[config.mk]
export PLATFORM = sky130hd
export DESIGN_NAME = lanzones_lsu
export DESIGN_NICKNAME = d
export VERILOG_FILES = /design/src/rtl/lanzones_lsu.sv
export SDC_FILE = /design/constraint.sdc
export NUM_CORES = 1
export LEC_CHECK = 0
export ABC_CLOCK_PERIOD_IN_PS = 2300
export CORE_MARGIN = 3
export CORE_UTILIZATION = 45
export CTS_CLUSTER_SIZE = 20
export DETAILED_ROUTE_END_ITERATION = 12
export MAX_ROUTING_LAYER = met4
export PLACE_DENSITY = 0.82
export SLEW_MARGIN = 20
export SYNTH_ARGS = -nofsm -noshare
export SYNTH_HDL_FRONTEND = slang
export SYNTH_SLANG_ARGS = --single-unit
[constraint.sdc]
create_clock -name clk -period 2.3 [get_ports clk]
set_input_delay 0.575 -clock clk [delete_from_list [all_inputs] [get_ports clk]]
set_output_delay 0.575 -clock clk [all_outputs]
set_load 0.1 [all_outputs]
[src/rtl/lanzones_lsu.sv]
// lanzones_lsu: load/store unit bridging core memory-stage requests to the RRdy/RVld memory port
// Ports: clk/rstn clock and async active-low reset; ReqVld/ReqRdy/ReqWe/ReqFunct3/ReqAddr/ReqWData
//        upstream request; RespVld/RespData/RespErr one-cycle response; RRdy/RVld/RData read
//        handshake; RAddr memory address; RWEn/RWStrobe/RWData single-cycle write.
module lanzones_lsu #(
  parameter int WORD_ADDR = 0,
  parameter int TIMEOUT   = 64,
  parameter int CNT_W     = 7
) (
  input  logic        clk,
  input  logic        rstn,
  input  logic        ReqVld,
  output logic        ReqRdy,
  input  logic        ReqWe,
  input  logic [2:0]  ReqFunct3,
  input  logic [31:0] ReqAddr,
  input  logic [31:0] ReqWData,
  output logic        RespVld,
  output logic [31:0] RespData,
  output logic        RespErr,
  output logic        RRdy,
  input  logic        RVld,
  output logic [31:0] RAddr,
  input  logic [31:0] RData,
  output logic        RWEn,
  output logic [3:0]  RWStrobe,
  output logic [31:0] RWData
);
  typedef enum logic [1:0] {IDLE, READ, WRITE, RESP} state_t;
  state_t state_q, state_d;
  logic [CNT_W-1:0] cnt_q, cnt_d;
  logic we_q, we_d, err_q, err_d, bad, timeout;
  logic [2:0] f3_q, f3_d;
  logic [31:0] addr_q, addr_d, wdata_q, wdata_d, resp_q, resp_d, shifted, ext;
  // size code 3 is never legal; bit 2 is legal only for LBU/LHU
  assign bad = (ReqFunct3[1:0] == 2'b11) || (ReqFunct3[2] && (ReqWe || ReqFunct3[1]))
             || (ReqFunct3[1:0] == 2'b01 && ReqAddr[0])
             || (ReqFunct3[1:0] == 2'b10 && |ReqAddr[1:0]);
  assign shifted = RData >> {addr_q[1:0], 3'b000};
  // f3_q[2] marks the unsigned loads, so it suppresses sign replication
  assign ext = f3_q[1:0] == 2'b00 ? {{24{shifted[7] & ~f3_q[2]}}, shifted[7:0]}
             : f3_q[1:0] == 2'b01 ? {{16{shifted[15] & ~f3_q[2]}}, shifted[15:0]} : shifted;
  assign timeout = TIMEOUT != 0 && (cnt_q + CNT_W'(1)) == CNT_W'(TIMEOUT);
  always_comb begin
    state_d = state_q;
    cnt_d   = '0;
    we_d    = we_q;
    f3_d    = f3_q;
    addr_d  = addr_q;
    wdata_d = wdata_q;
    resp_d  = '0;
    err_d   = 1'b0;
    case (state_q)
      IDLE: if (ReqVld) begin
        we_d    = ReqWe;
        f3_d    = ReqFunct3;
        addr_d  = ReqAddr;
        wdata_d = ReqWData;
        err_d   = bad;
        state_d = bad ? RESP : ReqWe ? WRITE : READ;
      end
      READ: if (RVld) begin
        state_d = RESP;
        resp_d  = ext;
      end else if (timeout) begin
        state_d = RESP;
        err_d   = 1'b1;
      end else cnt_d = cnt_q + CNT_W'(1);
      WRITE: state_d = RESP;
      default: state_d = IDLE;
    endcase
  end
  always_ff @(posedge clk or negedge rstn) begin
    if (!rstn) begin
      state_q <= IDLE;
      cnt_q   <= '0;
      we_q    <= 1'b0;
      f3_q    <= '0;
      addr_q  <= '0;
      wdata_q <= '0;
      resp_q  <= '0;
      err_q   <= 1'b0;
    end else begin
      state_q <= state_d;
      cnt_q   <= cnt_d;
      we_q    <= we_d;
      f3_q    <= f3_d;
      addr_q  <= addr_d;
      wdata_q <= wdata_d;
      resp_q  <= resp_d;
      err_q   <= err_d;
    end
  end
  assign ReqRdy   = state_q == IDLE;
  assign RRdy     = state_q == READ;
  assign RWEn     = state_q == WRITE;
  assign RespVld  = state_q == RESP;
  assign RespData = resp_q;
  assign RespErr  = err_q;
  assign RAddr    = !(RRdy || RWEn) ? '0
                  : WORD_ADDR != 0 ? {2'b00, addr_q[31:2]} : {addr_q[31:2], 2'b00};
  assign RWStrobe = !RWEn ? 4'b0000
                  : f3_q[1:0] == 2'b00 ? 4'b0001 << addr_q[1:0]
                  : f3_q[1:0] == 2'b01 ? (addr_q[1] ? 4'b1100 : 4'b0011) : 4'b1111;
  assign RWData   = !RWEn ? '0
                  : f3_q[1:0] == 2'b00 ? {4{wdata_q[7:0]}}
                  : f3_q[1:0] == 2'b01 ? {2{wdata_q[15:0]}} : wdata_q;
  logic unused;
  assign unused = we_q;
endmodule

==> reports/summary.txt <==
Layout cells sized above 1: 0.4505
Placed inst area: 8620 um2
FF-to-FF path depth: 5
# rows: 39
Synth async-reset ratio: 1.000
Global route total overflow: 0
Final WL: 16,710 um
Final Hold Vio Count: 0
IO Port Bufs: 206
Seq/Total Area, Yosys: 0.4976
Vias: 4,632
Residual DRC: 0
Synthesized area: 5482 um2
Fmax: 445.8 MHz
Pre-Repair DR Iteration Count: 5
CTS Buffer Depth: 2
Startpoint types: flip-flop
Nets: 821
First-pass GRT wire length: 25,830 um
Initial Utilization: 0.4700
Number of global-route vias before repair: 4,929
Ys flop type: dfrtp_1
Yosys warnings: 0
Area grow syn2layout: 66.45%
Worst-path maximum fanout: 9
Yosys top cell area share: 0.4976
Reg2Reg Launch Point: cnt_q[0]$_DFF_PN0_
CTS Buf Count: 9
Reg2Reg Capture Point: state_q[1]$_DFFE_PN0P_
# placed instances: 828
Clock Root Buffer: clkbuf_16
CTS tree: built
Routed len/inst: 19.40 um
Synthesized netlist cell count: 493
Final setup viols: 0
Total track usage: 0.2560
Mean Syn Cell Area: 11.12 um2
Setup CP Type: flip-flop to output pin
Synth cell types: 45
HP Class: input port to async pin
Top post-synthesis cells by area: dfrtp_1 50%, mux2_2 16%, and2_1 5.4%
CP endpoint kind: output pin
Placer congestion estimate: 0.9086
Crit path required time: 1730 ps
1st-iter DRT viols: 440
Layout Skew: 9.254 ps
Critical path arrival: 1670 ps
Die area: 13,540 um2
Min Tclk post-route: 2243 ps
CTS H-tree depth: 3
Cell Count, Final, Fillers Out: 861
Fin crit share: 0.9753
Avg Vias per Cell: 5.380
FF+latch count, synth: 109
Max-cap violation count: 0
Die extent in x: 116.4 um
Final ANT Viol Nets: 0
DP Wirelength: 12,050 um
Die Y: 116.4 um
Worst-path clk slew: 70 ps
Pin count of the biggest net entering global routing: 49
Final instance area: 9124 um2
Initial antenna violation count: 0
EDFF count, synth: 0
CTS sink cnt: 109
Synth area leader: dfrtp_1
CORE AREA: 11,660 um2
Clk_lat worst skew: 340 ps
Total I/O pin count: 209
Outcome: complete, no violations
R2r setup slk: 460 ps
Slew Viols, Final: 0
==> cell families after synthesis <==
group | count (synthesis) | synth area share
compound gates | 81 | 0.09656
xor+xnor | 3 | 0.004794
fa+ha+maj | 5 | 0.01141
buf+inv | 41 | 0.03538
flops | 109 | 0.4976
mux | 103 | 0.2100
other cells | 1 | 0.0006841
simple gates | 150 | 0.1436
==> stage by stage <==
step / worst slack (ps) / TNS (ps) / utilization / hold slack, ps
2_1_floorplan: -6.479 / -12.96 / - / 279.4
6_report: 56.73 / 0 / 0.7823 / 174.2
3_5_place_dp: 95.40 / 0 / 0.7391 / 485.8
3_3_place_gp: 162.2 / 0 / 0.7391 / 479.7
4_1_cts: 7.714 / 0 / 0.7774 / 188.3
5_1_grt: -0.07505 / -0.07505 / 0.7821 / 195.3
==> final cells by class <==
class                           instances  area [um2]
Clock inverter                          5       58.81
Multi-Input combinational cell        344        2836
Fill cell                             729        2539
Clock buffer                           11       252.7
Sequential cell                       109        2729
Antenna cell                            1       2.502
Timing Repair Buffer                  243        3047
Inverter                                5       18.77
Tap cell                              143       178.9
==> routing by layer <==
metal,vias to the layer above,global-route usage,routed length (um)
li1,2131,-,-
met1,2282,0.3197,6842
met2,193,0.4241,8569
met3,26,0.04093,1018
met4,0,0.08894,274
met5,-,-,0
==> flip-flops by register name, indices dropped and copies added, names as in the netlist <==
register,cells
addr_q,32
RespErr,1
state_q,2
cnt_q,7
wdata_q,32
RespData,32
f3_q,3
==> placed cells by master, fill, tap and decap left out, types with 3 or more instances in the layout <==
cell	netlist	final
mux2_2	76	76
clkbuf_16	0	9
nand2_1	47	46
buf_4	2	60
nor2b_1	21	11
nor2b_4	0	10
and2_2	0	46
a21boi_4	0	8
a21oi_1	21	19
dfrtp_1	109	108
mux2i_1	25	25
nand2b_1	3	3
inv_1	5	4
buf_12	0	76
a211oi_1	14	14
nor2_1	17	16
clkdlybuf4s50_1	0	102
o21ai_2	10	10
o21ai_0	18	17
buf_6	2	3
==> synth_stat cells, types with 8 or more instances <==
cell type / n
a21boi_0: 8
buf_2: 14
nor2_1: 17
a21oi_1: 21
dfrtp_1: 109
o21ai_0: 18
nand2_1: 47
clkbuf_1: 13
nor2b_1: 21
o21ai_2: 10
mux2i_1: 25
a211oi_1: 14
mux2_2: 76
and2_1: 47
==> worst max-delay path by stage <==
| stage | startpoint | cells after the start | to |
|---|---|---|---|
| after floorplan | state_q[0]$_DFFE_PN0P_ | 4 | RWData[14] |
| after global placement | state_q[1]$_DFFE_PN0P_ | 4 | RAddr[2] |
| after detailed placement | state_q[1]$_DFFE_PN0P_ | 4 | RAddr[11] |
| after CTS | f3_q[0]$_DFFE_PN0P_ | 5 | RWStrobe[2] |
| after global routing | f3_q[1]$_DFFE_PN0P_ | 6 | RWData[11] |
| final | f3_q[1]$_DFFE_PN0P_ | 6 | RWData[8] |
==> critical path, cell delays in order (launching register included) <==
cell and delay, ps:
dfrtp_1 400, buf_6 160, nor2_4 120, buf_2 180, nand2_1 100, a21boi_4 170
buf_12 190
==> what timing repair did <==
item | CTS | global route
gates cloned | 0 | 1
hold buffers | 0 | 0
endpoints found under the setup margin | 66 | 65
pin swaps | 2 | 2
buffers inserted | 10 | 5
gates resized for setup | 7 | 5
Power is left out: the tool's default activity adds up to more than one toggle a clock period on the data nets, which glitch-free logic cannot reach.
==> patch 1 (same flow settings) <==
Change the parameter `CNT_W` from 7 to 14.
--- a/src/rtl/lanzones_lsu.sv
+++ b/src/rtl/lanzones_lsu.sv
@@ -5,7 +5,7 @@
 module lanzones_lsu #(
   parameter int WORD_ADDR = 0,
   parameter int TIMEOUT   = 64,
-  parameter int CNT_W     = 7
+  parameter int CNT_W     = 14
 ) (
   input  logic        clk,
   input  logic        rstn,
Formal check against the unedited RTL: same outputs for any inputs over 10 cycles, from zero or initial values and one cycle with rstn low; that may be too few to reach the edited logic, so the function may still have changed.
==> patch 1 against the original RTL <==
Count of clock-buffer cells in the layout grew 12; setup slack lost 0.045 ns; wire length is 5.7% higher; synthesized area up 7.5%; sequential cell count up 7; final area grew 7.6%; critical path type unchanged; largest cell class is now multi-input combinational cells.
Power is not shown: default switching activity piles up to over one toggle a cycle in this logic, so the estimate is an artifact.
==> patch 1: results (changes against the original RTL) <==
Parameter                              Value

Worst setup path
  Critical path peak fanout ... 6 (-3)
  Largest stage delay on the critical path ... 0.45 ns (+0.05 ns)
  Worst reg2reg setup slack ... 0.19 ns (-0.27 ns)

Yosys
  Multiplexer share of the synthesized area ... 18.8% (-2.2 points)
  Commonest cells in the netlist ... sky130_fd_sc_hd__dfrtp_1 (116), sky130_fd_sc_hd__mux2_2 (76), sky130_fd_sc_hd__and2_1 (48)
  Post-synthesis sequential area ratio ... 49.3% (-0.48 points)
  Xor/xnor share of the synthesized area ... 2.23% (+1.8 points)

Route
  Drt initial violations ... 388 (-12%)
  Number of iterations in the first detailed-routing pass ... 4 (-1)
  Detailed-route vias per instance ... 5.23 (-2.8%)
  Routed length on met2 ... 9500 um (+11%)
  Detailed-route wire length ... 17,700 um (+5.7%)
  Met1 layer wirelength in the final routing ... 6720 um (-1.8%)

Place
  Pre-CTS setup slack ... 0.0242 ns (-0.0712 ns)
  Post-placement cell count ... 898 (+8.5%)
  Global placer's final weighted congestion ... 0.882 (-2.9%)

CTS
  Number of cells upsized or downsized after cts ... 8 (+1)
  Number of setup buffers added after CTS ... 8 (-2)
  Clock buffers created by TritonCTS ... 17 (+8)
  H-tree levels ... 4 (+1)

Timing
  Worst hold slack across all endpoints ... 0.151 ns (-0.0231 ns)

Global routing
  Met3 layer usage reported by global route ... 7.02% (+2.9 points)
  Global Route met2 Usage ... 43.4% (+1.0 points)
  Total global-route track usage ... 25.4% (-0.19 points)
  Pin count of the biggest net entering global routing ... 64 (+31%)
  Met1 Resource Use GR ... 28.1% (-3.8 points)
  First-pass GRT wire length ... 27,600 um (+6.9%)

Finish
  Fraction of final layout cells with drive strength greater than 1 ... 43.8% (-1.3 points)

Run status
  Status ... finished, final reports clean
## patch 1: changes by cell type after synthesis, sizes merged, moves of 7 or more
cell / delta
nor2: +17
dfrtp: +7
nor3: +7
a21oi: +15
o21ai: -14
clkbuf: +7
xnor2: +8
## patch 1: area by class of cell
cell class | instances | area (sq um)
antenna | 1 | 2.50
clock buffer | 23 | 488
clock inverter | 9 | 125
fill | 788 | 2910
inverter | 5 | 18.8
multi-input combinational | 383 | 3060
sequential | 116 | 2910
tap | 172 | 215
timing repair buffer | 232 | 3000
## patch 1: path summary, 6_finish.rpt
path | startpoint | endpoint | cells past startpoint
min | rstn | wdata_q[0] | 2
max | f3_q[0] | RWData[29] | 5
max in group asynchronous | rstn | f3_q[0] | 2
max reg2reg | cnt_q[0] | state_q[0] | 7
min in group clk | cnt_q[0] | cnt_q[0] | 1
min reg2reg | cnt_q[0] | cnt_q[0] | 1
==> patch 2 (config.mk and constraints unchanged) <==
Without the edit above. Re-encode `state_t` (4 states) as one-hot, 4 bits wide.
--- a/src/rtl/lanzones_lsu.sv
+++ b/src/rtl/lanzones_lsu.sv
@@ -26,7 +26,7 @@
   output logic [3:0]  RWStrobe,
   output logic [31:0] RWData
 );
-  typedef enum logic [1:0] {IDLE, READ, WRITE, RESP} state_t;
+  typedef enum logic [3:0] {IDLE = 4'b0001, READ = 4'b0010, WRITE = 4'b0100, RESP = 4'b1000} state_t;
   state_t state_q, state_d;
   logic [CNT_W-1:0] cnt_q, cnt_d;
   logic we_q, we_d, err_q, err_d, bad, timeout;
Behaviour: same outputs for any inputs over 10 cycles, from zero or initial values and one cycle with rstn low; not proved beyond that.
==> patch 2 against the original RTL <==
The run now ends with negative setup slack left; wire length increased by 3.3%; die area is 2.1% lower; synthesized area shrank 2.2%; setup slack got worse by 0.32 ns; first-iteration DRC count fell by 18%; clock skew up 0.00081 ns; highest routed layer unchanged; sequential cell count grew 2; final area decreased by 0.51%; critical path type unchanged.
==> patch 2: results (changes against the original RTL) <==
Parameter                              Value

Run status
  Status ... finished with violations
  Violations in the final reports ... negative setup slack

Yosys
  Multiplexer share of the synthesized area ... 7.40% (-14 points)
  Number of instances in the synthesized netlist ... 612 (+24%)
  Xor/xnor share of the synthesized area ... 0.654% (+0.17 points)
  Adder-Cell Fraction of Synth Area ... 0.233% (-0.91 points)
  Compound-gate portion of the synthesized area ... 8.40% (-1.3 points)

Global routing
  Vias in the first global route ... 5,334 (+8.2%)
  Pin count of the biggest net entering global routing ... 47 (-4.1%)
  Total global-route track usage ... 26.9% (+1.3 points)
  Met1 Resource Use GR ... 31.6% (-0.36 points)
  First-pass GRT wire length ... 27,000 um (+4.6%)

Route
  Number of iterations in the first detailed-routing pass ... 4 (-1)
  Drt initial violations ... 360 (-18%)
  Detailed-route vias per instance ... 5.27 (-2.0%)
  Metal3 WL ... 1110 um (+9.1%)
  Average routed wire per standard cell ... 17.7 um (-8.6%)
  Detailed-route wire length ... 17,300 um (+3.3%)

Worst setup path
  Worst endpoint data arrival time ... 1.99 ns (+0.32 ns)
  Start point of the critical path ... state_q[1]
  Worst reg2reg setup slack ... 0.17 ns (-0.29 ns)
  Slowest stage cell, crit path ... sky130_fd_sc_hd__or4b_4
  Capture instance of the worst register-to-register path ... RespData[19]
  Worst Reg-to-Reg Cells ... 8 (+3)

Timing
  Post-route setup TNS ... -15.31 ns (-15.31 ns)
  Final count of negative-setup-slack endpoints ... 68 (+68)
  Worst setup slack after layout ... -0.264 ns (-0.321 ns)
  Worst hold slack across all endpoints ... 0.167 ns (-0.00676 ns)
  Layout Skew ... 0.0101 ns (+0.000810 ns)

Finish
  Fraction of final layout cells with drive strength greater than 1 ... 29.0% (-16 points)
  Antenna diode instance count ... 0 (-1)
  Filler cell count ... 701 (-3.8%)
  Final layout net count ... 930 (+13%)

Place
  Pre-CTS setup slack ... 0.000877 ns (-0.0945 ns)
  Post-placement cell count ... 947 (+14%)
  Global placer's final weighted congestion ... 0.918 (+1.1%)
==> patch 2: cell types whose count changed after synthesis, moves of 8 or more <==
cell,delta
sky130_fd_sc_hd__clkbuf_1,+10
sky130_fd_sc_hd__nor2b_1,-12
sky130_fd_sc_hd__o21ai_0,-14
sky130_fd_sc_hd__a21boi_0,-8
sky130_fd_sc_hd__a21oi_1,+15
sky130_fd_sc_hd__and2_1,-8
sky130_fd_sc_hd__nand2_1,+179
sky130_fd_sc_hd__mux2i_1,+9
sky130_fd_sc_hd__o21ai_2,-8
sky130_fd_sc_hd__mux2_2,-73
sky130_fd_sc_hd__nor2_1,+26
==> patch 2: worst max-delay path: cells and delay by family (launching register included) <==
| family | cells | cell delay (ns) |
|---|---|---|
| simple gates | 3 | 0.90 |
| flops | 1 | 0.41 |
| buf+inv | 2 | 0.33 |
==> patch 2: power breakdown <==
part | internal [mW] | total [mW] | switching (mW) | leakage (nW)
clock network | 0.797 | 1.51 | 0.717 | 0.131
registers | 2.42 | 2.81 | 0.397 | 1.43
logic | 1.05 | 2.64 | 1.59 | 2.70
total | 4.26 | 6.97 | 2.71 | 4.26
==> patch 2: timing repair <==
| action | 4_1_cts | 5_1_grt |
|---|---|---|
| buffers inserted | 5 | 4 |
| cloned | 2 | 0 |
| endpoints found under the setup margin | 67 | 70 |
| gates resized for setup | 9 | 3 |
| pin swaps | 5 | 9 |
==> patch 2: layout make-up <==
type | count | area (sq um) | share of cell area [%]
Timing Repair Buffer | 239 | 3010 | 33.2
Sequential cell | 111 | 2780 | 30.6
Multi-Input combinational cell | 457 | 2780 | 30.6
Clock buffer | 12 | 256 | 2.83
Tap cell | 143 | 179 | 1.97
Inverter | 6 | 33.8 | 0.372
Clock inverter | 4 | 31.3 | 0.345
Timing Repair inverter | 1 | 7.51 | 0.0827
